--- src/rtl/interrupt_priority_arbiter_if.sv ---
// ---------------------------------------------------------------------------
// interrupt_priority_arbiter_if
//
// Bundles the request, mask, mode, acknowledge and EOI signals that run
// between the 8259A control logic and the priority arbiter. Clock and reset
// are not part of the bundle; they stay plain ports on the arbiter.
//
// Signal summary:
//   ICW1_RECEIVED  ctrl -> arb  one-cycle strobe, reinitialises the arbiter
//   IR[7:0]        ctrl -> arb  raw request lines, synchronous to CLK
//   IMR[7:0]       ctrl -> arb  interrupt mask (1 = masked)
//   LEVEL_MODE     ctrl -> arb  1 = level-triggered, 0 = edge-triggered
//   AUTO_EOI       ctrl -> arb  clear ISR automatically on the second INTA
//   ROTATE_ON_AEOI ctrl -> arb  rotate priority on an automatic EOI
//   INTA           ctrl -> arb  one-cycle strobe per INTA pulse
//   NS_EOI         ctrl -> arb  non-specific EOI strobe
//   SP_EOI         ctrl -> arb  specific EOI strobe at EOI_LEVEL
//   ROTATE         ctrl -> arb  qualifies NS_EOI/SP_EOI with a rotation
//   SET_PRIORITY   ctrl -> arb  strobe: lowest-priority level := EOI_LEVEL
//   EOI_LEVEL[2:0] ctrl -> arb  level for SP_EOI and SET_PRIORITY
//   INT            arb -> ctrl  registered interrupt request to the CPU
//   IRR[7:0]       arb -> ctrl  interrupt request register
//   ISR[7:0]       arb -> ctrl  in-service register
//   VECTOR_LEVEL   arb -> ctrl  acknowledged level, held between acks
//   VECTOR_VALID   arb -> ctrl  one-cycle pulse on the second INTA
//
// Modports: master = control logic side, slave = arbiter side.
// ---------------------------------------------------------------------------
interface interrupt_priority_arbiter_if;
  logic       ICW1_RECEIVED;
  logic [7:0] IR;
  logic [7:0] IMR;
  logic       LEVEL_MODE;
  logic       AUTO_EOI;
  logic       ROTATE_ON_AEOI;
  logic       INTA;
  logic       NS_EOI;
  logic       SP_EOI;
  logic       ROTATE;
  logic       SET_PRIORITY;
  logic [2:0] EOI_LEVEL;
  logic       INT;
  logic [7:0] IRR;
  logic [7:0] ISR;
  logic [2:0] VECTOR_LEVEL;
  logic       VECTOR_VALID;

  modport master (
    output ICW1_RECEIVED, IR, IMR, LEVEL_MODE, AUTO_EOI, ROTATE_ON_AEOI,
           INTA, NS_EOI, SP_EOI, ROTATE, SET_PRIORITY, EOI_LEVEL,
    input  INT, IRR, ISR, VECTOR_LEVEL, VECTOR_VALID
  );

  modport slave (
    input  ICW1_RECEIVED, IR, IMR, LEVEL_MODE, AUTO_EOI, ROTATE_ON_AEOI,
           INTA, NS_EOI, SP_EOI, ROTATE, SET_PRIORITY, EOI_LEVEL,
    output INT, IRR, ISR, VECTOR_LEVEL, VECTOR_VALID
  );
endinterface

--- src/rtl/interrupt_priority_arbiter.sv ---
// ---------------------------------------------------------------------------
// interrupt_priority_arbiter
//
// Priority resolver and acknowledge sequencer of the 8259A-compatible
// interrupt controller. Latches the IR lines into IRR (edge or level mode),
// selects the winning unmasked request under fully nested or rotating
// priority, raises INT, walks the two-pulse INTA acknowledge and keeps ISR
// up to date under specific, non-specific and automatic EOI.
//
// Ports:
//   CLK    system clock
//   RESET  synchronous active-high reset
//   bus    interrupt_priority_arbiter_if.slave (requests, mask, modes,
//          acknowledge/EOI strobes in; INT, IRR, ISR, vector out)
//
// Parameters:
//   NUM_IR          number of request lines, fixed at 8 (3-bit level codes)
//   SPURIOUS_LEVEL  level reported when INTA finds no valid candidate
// ---------------------------------------------------------------------------
module interrupt_priority_arbiter #(
  parameter int NUM_IR         = 8,
  parameter int SPURIOUS_LEVEL = 7
) (
  input  logic                         CLK,
  input  logic                         RESET,
  interrupt_priority_arbiter_if.slave  bus
);

  localparam logic [1:0] ST_IDLE = 2'd0;
  localparam logic [1:0] ST_ACK1 = 2'd1;
  localparam logic [1:0] ST_ACK2 = 2'd2;

  localparam logic [2:0] SPUR_LVL = 3'(SPURIOUS_LEVEL);

  // Registered state
  logic [NUM_IR-1:0] irr_q,  irr_d;
  logic [NUM_IR-1:0] isr_q,  isr_d;
  logic [NUM_IR-1:0] hist_q, hist_d;
  logic              int_q,  int_d;
  logic [2:0]        vector_level_q, vector_level_d;
  logic              vector_valid_q, vector_valid_d;
  logic [2:0]        lp_q,   lp_d;
  logic [1:0]        state_q, state_d;
  logic [2:0]        win_q,  win_d;
  logic              spurious_q, spurious_d;

  // Priority resolution results
  logic              cand_found;
  logic [2:0]        cand_level;
  logic              cur_found;
  logic [2:0]        cur_level;
  logic [2:0]        cand_rank;
  logic [2:0]        cur_rank;
  logic              cand_outranks;

  // Acknowledge phase decodes
  logic              first_ack;
  logic              second_ack;

  // EOI resolution
  logic              eoi_hit;
  logic [2:0]        eoi_lvl;

  // Returns {found, level} of the highest-priority set bit of vec, where the
  // order starts at lp+1 and wraps modulo 8. Scanning from the lowest
  // priority upward lets the last hit be the winner.
  function automatic logic [3:0] pick_highest(input logic [NUM_IR-1:0] vec,
                                              input logic [2:0]        lp);
    logic [3:0] result;
    logic [2:0] lvl;
    result = 4'b0;
    for (int k = NUM_IR - 1; k >= 0; k--) begin
      lvl = lp + 3'd1 + 3'(k);
      if (vec[lvl]) begin
        result = {1'b1, lvl};
      end
    end
    return result;
  endfunction

  assign {cand_found, cand_level} = pick_highest(irr_q & ~bus.IMR, lp_q);
  assign {cur_found,  cur_level}  = pick_highest(isr_q, lp_q);

  // Rank 0 is the highest priority (lp+1). The 3-bit subtraction wraps
  // naturally, giving the distance from the top of the rotating order.
  assign cand_rank     = cand_level - lp_q - 3'd1;
  assign cur_rank      = cur_level  - lp_q - 3'd1;
  assign cand_outranks = (cand_rank < cur_rank);

  assign first_ack  = (state_q == ST_IDLE) && bus.INTA;
  assign second_ack = (state_q == ST_ACK1) && bus.INTA;

  // EOI target: a specific EOI always names its level; a non-specific EOI
  // takes the highest-priority in-service level and does nothing if ISR is
  // empty. Resolution uses the ISR value before this cycle's updates.
  always_comb begin
    eoi_hit = 1'b0;
    eoi_lvl = cur_level;
    if (bus.SP_EOI) begin
      eoi_hit = 1'b1;
      eoi_lvl = bus.EOI_LEVEL;
    end else if (bus.NS_EOI && cur_found) begin
      eoi_hit = 1'b1;
      eoi_lvl = cur_level;
    end
  end

  // Request capture. Edge mode sets on a 0->1 transition against the history
  // register; level mode simply follows the lines. The history register
  // resets to all ones so a line held high through reset must drop and rise
  // again before it is seen.
  always_comb begin
    hist_d = bus.IR;
    if (bus.LEVEL_MODE) begin
      irr_d = bus.IR;
    end else begin
      irr_d = irr_q | (bus.IR & ~hist_q);
    end
    // The first-INTA clear of the winning level overrides any new set.
    if (first_ack && cand_found) begin
      irr_d[cand_level] = 1'b0;
    end
  end

  // ISR and priority pointer. Order of writes matters:
  //  - automatic EOI on the second INTA (optionally rotating),
  //  - explicit EOI clear and its optional rotation,
  //  - SET_PRIORITY overrides any rotation in the same cycle,
  //  - the first-INTA set is applied last so it wins over an EOI clear of
  //    the same bit.
  always_comb begin
    isr_d = isr_q;
    lp_d  = lp_q;

    if (second_ack && bus.AUTO_EOI && !spurious_q) begin
      isr_d[win_q] = 1'b0;
      if (bus.ROTATE_ON_AEOI) begin
        lp_d = win_q;
      end
    end

    if (eoi_hit) begin
      isr_d[eoi_lvl] = 1'b0;
      if (bus.ROTATE) begin
        lp_d = eoi_lvl;
      end
    end

    if (bus.SET_PRIORITY) begin
      lp_d = bus.EOI_LEVEL;
    end

    if (first_ack && cand_found) begin
      isr_d[cand_level] = 1'b1;
    end
  end

  // Acknowledge sequencer. The winner is frozen on the first INTA; a missing
  // candidate at that moment makes the whole acknowledge spurious, which
  // reports SPURIOUS_LEVEL and leaves ISR alone. The vector is published on
  // the second INTA and held until the next acknowledge.
  always_comb begin
    state_d        = state_q;
    win_d          = win_q;
    spurious_d     = spurious_q;
    vector_level_d = vector_level_q;
    vector_valid_d = 1'b0;

    case (state_q)
      ST_IDLE: begin
        if (bus.INTA) begin
          state_d = ST_ACK1;
          if (cand_found) begin
            win_d      = cand_level;
            spurious_d = 1'b0;
          end else begin
            win_d      = SPUR_LVL;
            spurious_d = 1'b1;
          end
        end
      end
      ST_ACK1: begin
        if (bus.INTA) begin
          state_d        = ST_ACK2;
          vector_level_d = win_q;
          vector_valid_d = 1'b1;
        end
      end
      ST_ACK2: begin
        state_d = ST_IDLE;
      end
      default: begin
        state_d = ST_IDLE;
      end
    endcase
  end

  // INT follows fully nested rules: a candidate interrupts when nothing is
  // in service or when it outranks the current in-service level. It is held
  // low from the cycle after the first INTA until the sequencer is back in
  // IDLE, so the CPU never sees a second request mid-acknowledge.
  always_comb begin
    int_d = 1'b0;
    if ((state_q == ST_IDLE) && !bus.INTA && cand_found) begin
      int_d = !cur_found || cand_outranks;
    end
  end

  // State registers; ICW1 reinitialises the block exactly like RESET.
  always_ff @(posedge CLK) begin
    if (RESET || bus.ICW1_RECEIVED) begin
      irr_q          <= '0;
      isr_q          <= '0;
      hist_q         <= '1;
      int_q          <= 1'b0;
      vector_level_q <= 3'd0;
      vector_valid_q <= 1'b0;
      lp_q           <= 3'd7;
      state_q        <= ST_IDLE;
      win_q          <= 3'd0;
      spurious_q     <= 1'b0;
    end else begin
      irr_q          <= irr_d;
      isr_q          <= isr_d;
      hist_q         <= hist_d;
      int_q          <= int_d;
      vector_level_q <= vector_level_d;
      vector_valid_q <= vector_valid_d;
      lp_q           <= lp_d;
      state_q        <= state_d;
      win_q          <= win_d;
      spurious_q     <= spurious_d;
    end
  end

  assign bus.INT          = int_q;
  assign bus.IRR          = irr_q;
  assign bus.ISR          = isr_q;
  assign bus.VECTOR_LEVEL = vector_level_q;
  assign bus.VECTOR_VALID = vector_valid_q;

endmodule

--- src/flat_wrapper.sv ---
// flat-port wrapper written by rule: the top's interface ports become plain ports
module interrupt_priority_arbiter_flat 
#(
  parameter int NUM_IR         = 8,
  parameter int SPURIOUS_LEVEL = 7
)
  (CLK, RESET, bus_ICW1_RECEIVED, bus_IR, bus_IMR, bus_LEVEL_MODE, bus_AUTO_EOI, bus_ROTATE_ON_AEOI, bus_INTA, bus_NS_EOI, bus_SP_EOI, bus_ROTATE, bus_SET_PRIORITY, bus_EOI_LEVEL, bus_INT, bus_IRR, bus_ISR, bus_VECTOR_LEVEL, bus_VECTOR_VALID);
  interrupt_priority_arbiter_if bus_i ();
  input  logic CLK;
  input  logic RESET;
  input wire logic [$bits(bus_i.ICW1_RECEIVED)-1:0] bus_ICW1_RECEIVED;
  input wire logic [$bits(bus_i.IR)-1:0] bus_IR;
  input wire logic [$bits(bus_i.IMR)-1:0] bus_IMR;
  input wire logic [$bits(bus_i.LEVEL_MODE)-1:0] bus_LEVEL_MODE;
  input wire logic [$bits(bus_i.AUTO_EOI)-1:0] bus_AUTO_EOI;
  input wire logic [$bits(bus_i.ROTATE_ON_AEOI)-1:0] bus_ROTATE_ON_AEOI;
  input wire logic [$bits(bus_i.INTA)-1:0] bus_INTA;
  input wire logic [$bits(bus_i.NS_EOI)-1:0] bus_NS_EOI;
  input wire logic [$bits(bus_i.SP_EOI)-1:0] bus_SP_EOI;
  input wire logic [$bits(bus_i.ROTATE)-1:0] bus_ROTATE;
  input wire logic [$bits(bus_i.SET_PRIORITY)-1:0] bus_SET_PRIORITY;
  input wire logic [$bits(bus_i.EOI_LEVEL)-1:0] bus_EOI_LEVEL;
  output wire logic [$bits(bus_i.INT)-1:0] bus_INT;
  output wire logic [$bits(bus_i.IRR)-1:0] bus_IRR;
  output wire logic [$bits(bus_i.ISR)-1:0] bus_ISR;
  output wire logic [$bits(bus_i.VECTOR_LEVEL)-1:0] bus_VECTOR_LEVEL;
  output wire logic [$bits(bus_i.VECTOR_VALID)-1:0] bus_VECTOR_VALID;
  assign bus_i.ICW1_RECEIVED = bus_ICW1_RECEIVED;
  assign bus_i.IR = bus_IR;
  assign bus_i.IMR = bus_IMR;
  assign bus_i.LEVEL_MODE = bus_LEVEL_MODE;
  assign bus_i.AUTO_EOI = bus_AUTO_EOI;
  assign bus_i.ROTATE_ON_AEOI = bus_ROTATE_ON_AEOI;
  assign bus_i.INTA = bus_INTA;
  assign bus_i.NS_EOI = bus_NS_EOI;
  assign bus_i.SP_EOI = bus_SP_EOI;
  assign bus_i.ROTATE = bus_ROTATE;
  assign bus_i.SET_PRIORITY = bus_SET_PRIORITY;
  assign bus_i.EOI_LEVEL = bus_EOI_LEVEL;
  assign bus_INT = bus_i.INT;
  assign bus_IRR = bus_i.IRR;
  assign bus_ISR = bus_i.ISR;
  assign bus_VECTOR_LEVEL = bus_i.VECTOR_LEVEL;
  assign bus_VECTOR_VALID = bus_i.VECTOR_VALID;
  interrupt_priority_arbiter #(.NUM_IR(NUM_IR), .SPURIOUS_LEVEL(SPURIOUS_LEVEL)) u_core (.CLK(CLK), .RESET(RESET), .bus(bus_i));
endmodule
--- config.mk ---
export PLATFORM = sky130hd
export DESIGN_NAME = interrupt_priority_arbiter_flat
export DESIGN_NICKNAME = d
export VERILOG_FILES = /design/src/rtl/interrupt_priority_arbiter_if.sv /design/src/rtl/interrupt_priority_arbiter.sv /design/src/flat_wrapper.sv
export SDC_FILE = /design/constraint.sdc
export NUM_CORES = 1
export LEC_CHECK = 0
export CAP_MARGIN = 20
export CORE_ASPECT_RATIO = 0.7
export CORE_MARGIN = 8
export CORE_UTILIZATION = 60
export CTS_CLUSTER_DIAMETER = 100
export CTS_CLUSTER_SIZE = 16
export DETAILED_ROUTE_END_ITERATION = 7
export PLACE_DENSITY = 0.92
export SLEW_MARGIN = 20
export SYNTH_ARGS = -nofsm -noshare
export SYNTH_HDL_FRONTEND = slang
export SYNTH_SLANG_ARGS = --single-unit
export TNS_END_PERCENT = 5
--- constraint.sdc ---
create_clock -name CLK -period 11.92 [get_ports CLK]
set_clock_uncertainty 0.1 [all_clocks]
set_input_delay 2.384 -clock CLK [delete_from_list [all_inputs] [get_ports CLK]]
set_output_delay 2.384 -clock CLK [all_outputs]
set_load 0.1 [all_outputs]
==> results of run 1 <==
power groups by stage:
stage               combinational [uW]  clock [uW]  sequential, uW
finish                             151         109             138
detailed placement                 146           0             140
CTS                                147         108             137
global placement                   142           0             140
floorplan                         98.2           0             149
global route                       161         115             138
layout make-up:
type / count / area share (%)
Clock inverter: 3 / 0.9161
Inverter: 16 / 1.403
Timing Repair Buffer: 55 / 12.31
Clock buffer: 5 / 1.575
Multi-Input combinational cell: 354 / 64.16
Sequential cell: 38 / 17.41
Tap cell: 78 / 2.233
flip-flops by register name (all words and copies together), names as in the netlist:
register / count
u_core.bus.INT: 1
u_core.bus.IRR: 8
u_core.bus.ISR: 8
u_core.bus.VECTOR_LEVEL: 3
u_core.bus.VECTOR_VALID: 1
u_core.hist_q: 8
u_core.lp_q: 3
u_core.spurious_q: 1
u_core.state_q: 2
u_core.win_q: 3
cells in the mapped netlist, types with 10 or more instances:
master and instances:
inv_1 13, nor2_1 27, mux2_2 11, nor2b_1 10, a21oi_1 27, mux4_2 21, nand2b_1 15, nand2_1 33
buf_2 14, mux2i_1 28, dfxtp_1 38, o21ai_0 22
metal layers:
| layer | part of all wire, % | up-vias | GRT usage (%) |
|---|---|---|---|
| met3 | 13 | 45 | 6.710 |
| met2 | 44 | 313 | 40.63 |
| li1 | - | 1735 | - |
| met1 | 41 | 1834 | 31.53 |
| met5 | 0 | - | 0 |
| met4 | 2.1 | 0 | 7.517 |
worst max-delay path, stage by stage:
cell             delay (ps)
clkdlybuf4s50_1         420
nor2b_1                 290
mux2i_1                 240
mux4_2                  520
nor4_1                  280
nor4_1                  100
a222oi_1                830
fa_1                    550
ha_1                    300
a21o_1                  150
a21o_1                  170
a211oi_1                230
worst paths after layout:
kind | slack (ps) | cells past startpoint | end | start
worst max-delay path | 5570 | 12 | u_core.bus.INT | bus_IMR[1]
worst min-delay path | 370 | 2 | u_core.bus.VECTOR_LEVEL[2] | u_core.bus.VECTOR_LEVEL[2]
worst max register to register | 6460 | 16 | u_core.bus.INT | u_core.lp_q[0]
worst min register to register | 370 | 2 | u_core.bus.VECTOR_LEVEL[2] | u_core.bus.VECTOR_LEVEL[2]
cell families after synthesis:
| logic type | after synthesis | share of synthesized area (%) |
|---|---|---|
| xor+xnor | 12 | 3.568 |
| fa+ha+maj | 7 | 2.734 |
| mux | 60 | 23.37 |
| buf+inv | 42 | 5.002 |
| compound gates | 123 | 22.88 |
| flops | 38 | 20.27 |
| simple gates | 152 | 22.17 |
through the flow:
stage | worst slack, ps | power, uW
floorplan | 6201 | 246.7
global placement | 5520 | 281.5
detailed placement | 5357 | 286.3
CTS | 5652 | 392.2
global route | 5371 | 413.9
finish | 5567 | 397.8
==> flow_metrics.tcl, run 1 <==
set metrics [dict create \
    cts.sinks 38 \
    layout_common_cells "50 x clkdlybuf4s50_1, 38 x dfxtp_1, 33 x nand2_1, 28 x mux2i_1" \
    final_common_cell "clkdlybuf4s50_1" \
    place_area_sq_um 4262 \
    syn_nets 471 \
    grt_pass1_wl_mm 18.56 \
    rows 24 \
    core_sq_um 6126 \
    critPathMaxFanout 6 \
    multi_input_area_sq_um 2804 \
    synth_cells 434 \
    dr_total_vias 3927 \
    fillCellCount 478 \
    setup_viol 0 \
    fin_setup_tns_ps 0 \
    cts_tree "yes" \
    wl_per_cell_um 21.31 \
    placed_cells 541 \
    hpwl_mm 8.610 \
    max-slew-margin-rel_pct 33.45 \
    grt_use_total_pct 24.72 \
    ys_ff_latch 38 \
    overflow 0 \
    slew_viol_final 0 \
    drt-pass1-iter-count 5 \
    worst_hold_slack_ps 368.5 \
    ys_seq_area_share_pct 20.27 \
    syn_to_final_growth_pct 16.47 \
    cts-hold-fix-buffers 0 \
    first_iter_violations 492 \
    max_freq_ghz 0.1574 \
    status "complete, no violations" \
    power_leakage_uw 0.001704 \
    power.switching_uw 145.0 \
    fp.dieArea_sq_um 9081 \
    power_frac_seq_pct 34.6 \
    fin_nets 507 \
    synth-edff-count 0 \
    p_clk_share_pct 27.4 \
    powerDensity_nw_per_um2 91.02 \
    worst_ir_drop_vdd_mv 0.1131 \
    p_sw_share_pct 36.44 \
    wl_mm 11.70 \
    numCtsBuffers 5 \
    die_h_um 82.17 \
    clk_latency_ps 300 \
    path_clk_slew_ps 80 \
    layout_min_cycle_time_ps 6353 \
    rsz0062_at_grt "false" \
    yosysTopAreaCell "dfxtp_1" \
    synthTopCellsByArea "dfxtp_1 20%, mux4_2 13%, mux2i_1 7.5%" \
    startpoint_type "primary input" \
    worst_pin_slew_ps 995.2 \
    internal_power_uw 252.8 \
    die_x_um 110.5 \
    yosysTopAreaCellShare_pct 20.27 \
    synth_warnings 0 \
    critPathKind "in2reg" \
    maxCapViolations 0 \
    diodes 0 \
    vias_per_cell 7.153 \
    postCtsSetupBuffers 0 \
    num_io_pins 51 \
    drive_above_1_share_pct 12.10 \
    gp_congestion 0.9548 \
    seqCellArea_sq_um 760.7 \
    critical_path_arrival_ps 6470 \
    cts_resized 0 \
    netlist_area_sq_um 3752 \
    fin_crit_sh_pct 53.29 \
    antenna_left 0 \
    grt_pass1_vias 3715 \
    hold_viol 0 \
    cp.required_ps 12040 \
    antenna_found_initial 0 \
    cts_max_level 2 \
    synth.avg_cell_area_sq_um 8.646 \
    yosys.cell_types.count 71 \
    hold_path_class "reg2reg" \
    grt_max_degree 50 \
    port_buffers 50 \
    drc 0 \
    cts_root_buffer "clkbuf_8" \
    start_util_pct 61.25 \
    comb_power_share_pct 38.0 \
    ys_async_sr_fraction_pct 0 \
    design_area_sq_um 4370 \
    synthFlopType "dfxtp_1" \
    worstSetupEndpointType "flop" \
    final_cells 549 \
    cts_buffer_depth 2 \
    post-route-util_pct 71.34 \
]
(Power assumes the default switching activity.)
==> run 2: changes to the inputs <==
CORE_UTILIZATION = 51   (was 60)
PLACE_DENSITY = 0.84   (was 0.92)
clock period = 5.7 ns   (was 11.92 ns; I/O delays follow)
==> run 2 against run 1 <==
Effect of this change:
- critical endpoint unchanged
- global-route usage shrank 3.3 points
- largest cell class unchanged
- via count down 3.9%
- register-to-register slack got worse by 5900 ps
- critical path type is now reg2reg
- setup slack got worse by 5000 ps
- highest routed layer unchanged
- utilization is 9.6 points lower
==> flow_metrics.tcl, run 2 (synthesized netlist as in run 1, its figures left out) <==
set metrics [dict create \
    internal_power_uw 592.2 \
    syn_to_final_growth_pct 18.91 \
    power_leakage_uw 0.001736 \
    cts_tree "yes" \
    drt-pass1-iter-count 7 \
    power.switching_uw 298.6 \
    hpwl_mm 8.476 \
    hold_path_class "reg2reg" \
    grt_pass1_wl_mm 18.47 \
    met3WireLength_mm 1.175 \
    start_util_pct 51.96 \
    fin_setup_tns_ps 0 \
    p_sw_share_pct 33.52 \
    crit_start "u_core.lp_q[1]" \
    hold_viol 0 \
    grt_max_degree 45 \
    critical_path_arrival_ps 5220 \
    gp_congestion 0.9526 \
    path_clk_slew_ps 80 \
    fin_nets 511 \
    overflow 0 \
    port_buffers 50 \
    rsz0062_at_grt "false" \
    numCtsBuffers 5 \
    finalPower_uw 890.8 \
    met2_length_mm 4.965 \
    r2r_cells 14 \
    worstSetupEndpointType "flop" \
    final_common_cell "clkdlybuf4s50_1" \
    maxCapViolations 0 \
    cts_resized 0 \
    cts_root_buffer "clkbuf_8" \
    wl_met1_mm 5.004 \
    power_frac_seq_pct 32.1 \
    diodes 0 \
    powerDensity_nw_per_um2 199.6 \
    min_path_cells 2 \
    setup_viol 0 \
    drive_above_1_share_pct 13.05 \
    cts-hold-fix-buffers 0 \
    grt_use_total_pct 21.42 \
    startpoint_type "flop" \
    cp.required_ps 5790 \
    cts_buffer_depth 2 \
    fin_crit_sh_pct 89.85 \
    rows 26 \
    worst_pin_slew_ps 981.2 \
    min_from "u_core.bus.VECTOR_LEVEL[1]" \
    die_h_um 87.77 \
    p_clk_share_pct 31.9 \
    status "complete, no violations" \
    antenna_found_initial 0 \
    dr_total_vias 3773 \
    max_freq_ghz 0.1953 \
    vias_per_cell 6.585 \
    worst_ir_drop_vdd_mv 0.1466 \
    wl_per_cell_um 19.67 \
    core_sq_um 7222 \
    max-slew-margin-rel_pct 34.38 \
    num_io_pins 51 \
    slew_viol_final 0 \
    first_iter_violations 398 \
    layout_common_cells "50 x clkdlybuf4s50_1, 38 x dfxtp_1, 33 x nand2_1, 28 x mux2i_1" \
    critPathMaxFanout 22 \
    comb_power_share_pct 36.0 \
    clk_latency_ps 290 \
    fp.dieArea_sq_um 10400 \
    antenna_left 0 \
    postCtsSetupBuffers 0 \
    r2r-start "u_core.lp_q[1]" \
    grt_pass1_vias 3638 \
    cts.sinks 38 \
    topRoutingLayerUsed "met4" \
    layout_min_cycle_time_ps 5121 \
    critPathKind "reg2reg" \
    wl_mm 11.27 \
    cts_max_level 2 \
    die_x_um 118.5 \
    drc 0 \
]
run 2: cell count changes in the layout (fill, tap and decap cells not counted):
cell,delta
ha_2,+1
bufinv_16,+1
clkbuf_8,+1
buf_4,+4
clkinv_2,-2
ha_1,-1
run 2: path summary, 6_finish.rpt:
| path | to | slack [ps] |
|---|---|---|
| max | u_core.bus.INT | 580 |
| min | u_core.bus.VECTOR_LEVEL[1] | 370 |
| max reg2reg | u_core.bus.INT | 580 |
| min reg2reg | u_core.bus.VECTOR_LEVEL[1] | 370 |
run 2: metal layers:
metal / vias to the layer above / GRT usage (%)
met3: 20 / 5.473
met4: 0 / 5.257
met5: - / 0
li1: 1740 / -
met1: 1787 / 29.25
met2: 226 / 33.13
run 2: layout make-up:
class	instances	area (sq um)
clock buffers	6	82.58
clock inverters	2	60.06
repair buffers	59	568.0
inverters	16	61.31
flip-flops and latches	38	760.7
multi-input cells	354	2806
well taps	98	122.6
fillers	613	2760
run 2: per-stage QoR:
step | worst slack, ps | utilization, % | hold WS (ps) | area [sq um] | instances
2_1_floorplan | 1225 | - | 343.6 | 3752 | 434
5_1_grt | 253.0 | 61.78 | 391.3 | 4462 | 573
3_3_place_gp | 719.1 | 59.81 | 346.4 | 4319 | 565
6_report | 578.6 | 61.78 | 365.0 | 4462 | 573
3_5_place_dp | 566.0 | 59.81 | 359.8 | 4319 | 565
4_1_cts | 628.7 | 61.78 | 371.1 | 4462 | 573
run 2: power groups by stage:
stage	Combinational [uW]	Clock, uW	Sequential (uW)
global placement	308	0	291
floorplan	205	0	311
CTS	315	285	285
global route	345	298	287
finish	321	284	286
detailed placement	313	0	292
run 2: worst max-delay path, cell delays in order (launching register included):
cell and delay (ps):
dfxtp_1 630, ha_2 640, clkinv_2 440, mux2i_1 300, mux4_2 520, a21boi_0 170, a31oi_1 350, nand2_1 100
ha_1 230, fa_1 450, xor2_1 170, xnor2_1 150, ha_1 320, a21o_1 160, a211oi_1 280
==> run 3: changes to the inputs <==
CORE_ASPECT_RATIO = not set   (was 0.7)
==> run 3 against run 2 <==
Effect of this change:
- via count decreased by 0.58%
- setup slack improved by 140 ps
- utilization decreased by 0.58 points
- hold slack got worse by 4.8 ps
- critical endpoint unchanged
==> flow_metrics.tcl, run 3 (synthesized netlist as in run 1, its figures left out) <==
set metrics [dict create \
    status "complete, no violations" \
    setup_viol 0 \
    antenna_left 0 \
    vias_per_cell 6.558 \
    worst_pin_slew_ps 990.3 \
    critPathMaxFanout 22 \
    drive_above_1_share_pct 12.68 \
    rows 31 \
    layout_common_cells "50 x clkdlybuf4s50_1, 38 x dfxtp_1, 33 x nand2_1, 28 x mux2i_1" \
    gp_congestion 0.9474 \
    fin_nets 510 \
    cts.sinks 38 \
    drc 0 \
    r2r_cells 14 \
    num_io_pins 51 \
    path_clk_slew_ps 70 \
    diodes 0 \
    worstSetupEndpointType "flop" \
    final_common_cell "clkdlybuf4s50_1" \
    fillCellCount 626 \
    core_sq_um 7176 \
    fin_setup_tns_ps 0 \
    cts_buffer_depth 2 \
    worst_ir_drop_vdd_mv 0.1708 \
    worst_hold_slack_ps 360.3 \
    rsz0062_at_grt "false" \
    startpoint_type "flop" \
    cts_resized 0 \
    critical_path_arrival_ps 5090 \
    die_h_um 101.8 \
    overflow 0 \
    min_path_cells 2 \
    drt-pass1-iter-count 7 \
    start_util_pct 52.29 \
    grt_pass1_vias 3615 \
    maxCapViolations 0 \
    hpwl_mm 8.217 \
    first_iter_violations 275 \
    numCtsBuffers 5 \
    grt_pass1_wl_mm 18.09 \
    cp.required_ps 5810 \
    grt_max_degree 45 \
    fin_crit_sh_pct 87.35 \
    cts_root_buffer "clkbuf_8" \
    hold_path_class "reg2reg" \
    postCtsSetupBuffers 0 \
    port_buffers 50 \
    max_freq_ghz 0.2008 \
    layout_min_cycle_time_ps 4979 \
    post-place-ws_ps 571.2 \
    setup_ws_ps 721.0 \
    cts-hold-fix-buffers 0 \
    grt_use_total_pct 21.56 \
    slew_viol_final 0 \
    power_leakage_uw 0.001704 \
    post-route-util_pct 61.20 \
    clk_latency_ps 290 \
    wl_per_cell_um 19.00 \
    powerDensity_nw_per_um2 176.8 \
    dr_total_vias 3751 \
    max-slew-margin-rel_pct 33.77 \
    hold_viol 0 \
    die_x_um 101.8 \
    fp.dieArea_sq_um 10360 \
    cts_tree "yes" \
    critPathKind "reg2reg" \
    wl_mm 10.87 \
    antenna_found_initial 0 \
    syn_to_final_growth_pct 17.04 \
    cts_max_level 2 \
]
[run 3: changes by cell type in the layout (fill, tap and decap cells not counted)]
cell       change
buf_4          -1
bufinv_16      -2
clkbuf_8       -1
clkinv_2       +2
[run 3: worst paths after layout]
| check | endpoint | startpoint | slack (ps) |
|---|---|---|---|
| worst max-delay path | u_core.bus.INT | u_core.lp_q[1] | 720 |
| worst max register to register | u_core.bus.INT | u_core.lp_q[1] | 720 |
| worst min-delay path | u_core.bus.VECTOR_LEVEL[0] | u_core.bus.VECTOR_LEVEL[0] | 360 |
| worst min register to register | u_core.bus.VECTOR_LEVEL[0] | u_core.bus.VECTOR_LEVEL[0] | 360 |
[run 3: layer usage]
| metal | up-vias | global-route usage (%) | part of all wire (%) |
|---|---|---|---|
| met5 | - | 0 | 0 |
| met3 | 24 | 2.405 | 7.0 |
| met2 | 183 | 35.11 | 49 |
| li1 | 1746 | - | - |
| met4 | 0 | 6.758 | 1.9 |
| met1 | 1798 | 28.97 | 43 |
[run 3: where the power goes]
| part | total (uW) | internal [uW] | switching, uW | leakage [uW] |
|---|---|---|---|---|
| Sequential | 288 | 274 | 13.5 | 0.000310 |
| Combinational | 315 | 131 | 184 | 0.00135 |
| Clock | 174 | 82.0 | 91.6 | 0.0000438 |
[run 3: area by class of cell]
class | instances | area, sq um | area share [%]
multi-input combinational | 354 | 2806 | 63.90
sequential | 38 | 760.7 | 17.32
timing repair buffer | 58 | 560.5 | 12.76
tap | 99 | 123.9 | 2.821
clock buffer | 5 | 68.82 | 1.567
inverter | 16 | 61.31 | 1.396
clock inverter | 2 | 10.01 | 0.2279
[run 3: worst max-delay path, stage by stage (launching register included)]
cell,delay [ps]
dfxtp_1,650
ha_2,580
buf_4,330
mux4_2,620
mux2i_1,330
and3_1,210
a211oi_1,50
a211oi_1,470
ha_1,280
fa_1,450
inv_1,70
ha_1,210
a21o_1,160
a21o_1,170
a211oi_1,200
[run 3: metrics by stage]
stage | cell area [sq um] | cells | total power, uW
2_1_floorplan | 3752 | 434 | 515.9
3_3_place_gp | 4313 | 565 | 595.3
3_5_place_dp | 4313 | 565 | 603.3
4_1_cts | 4392 | 572 | 773.5
5_1_grt | 4392 | 572 | 816.7
6_report | 4392 | 572 | 776.6
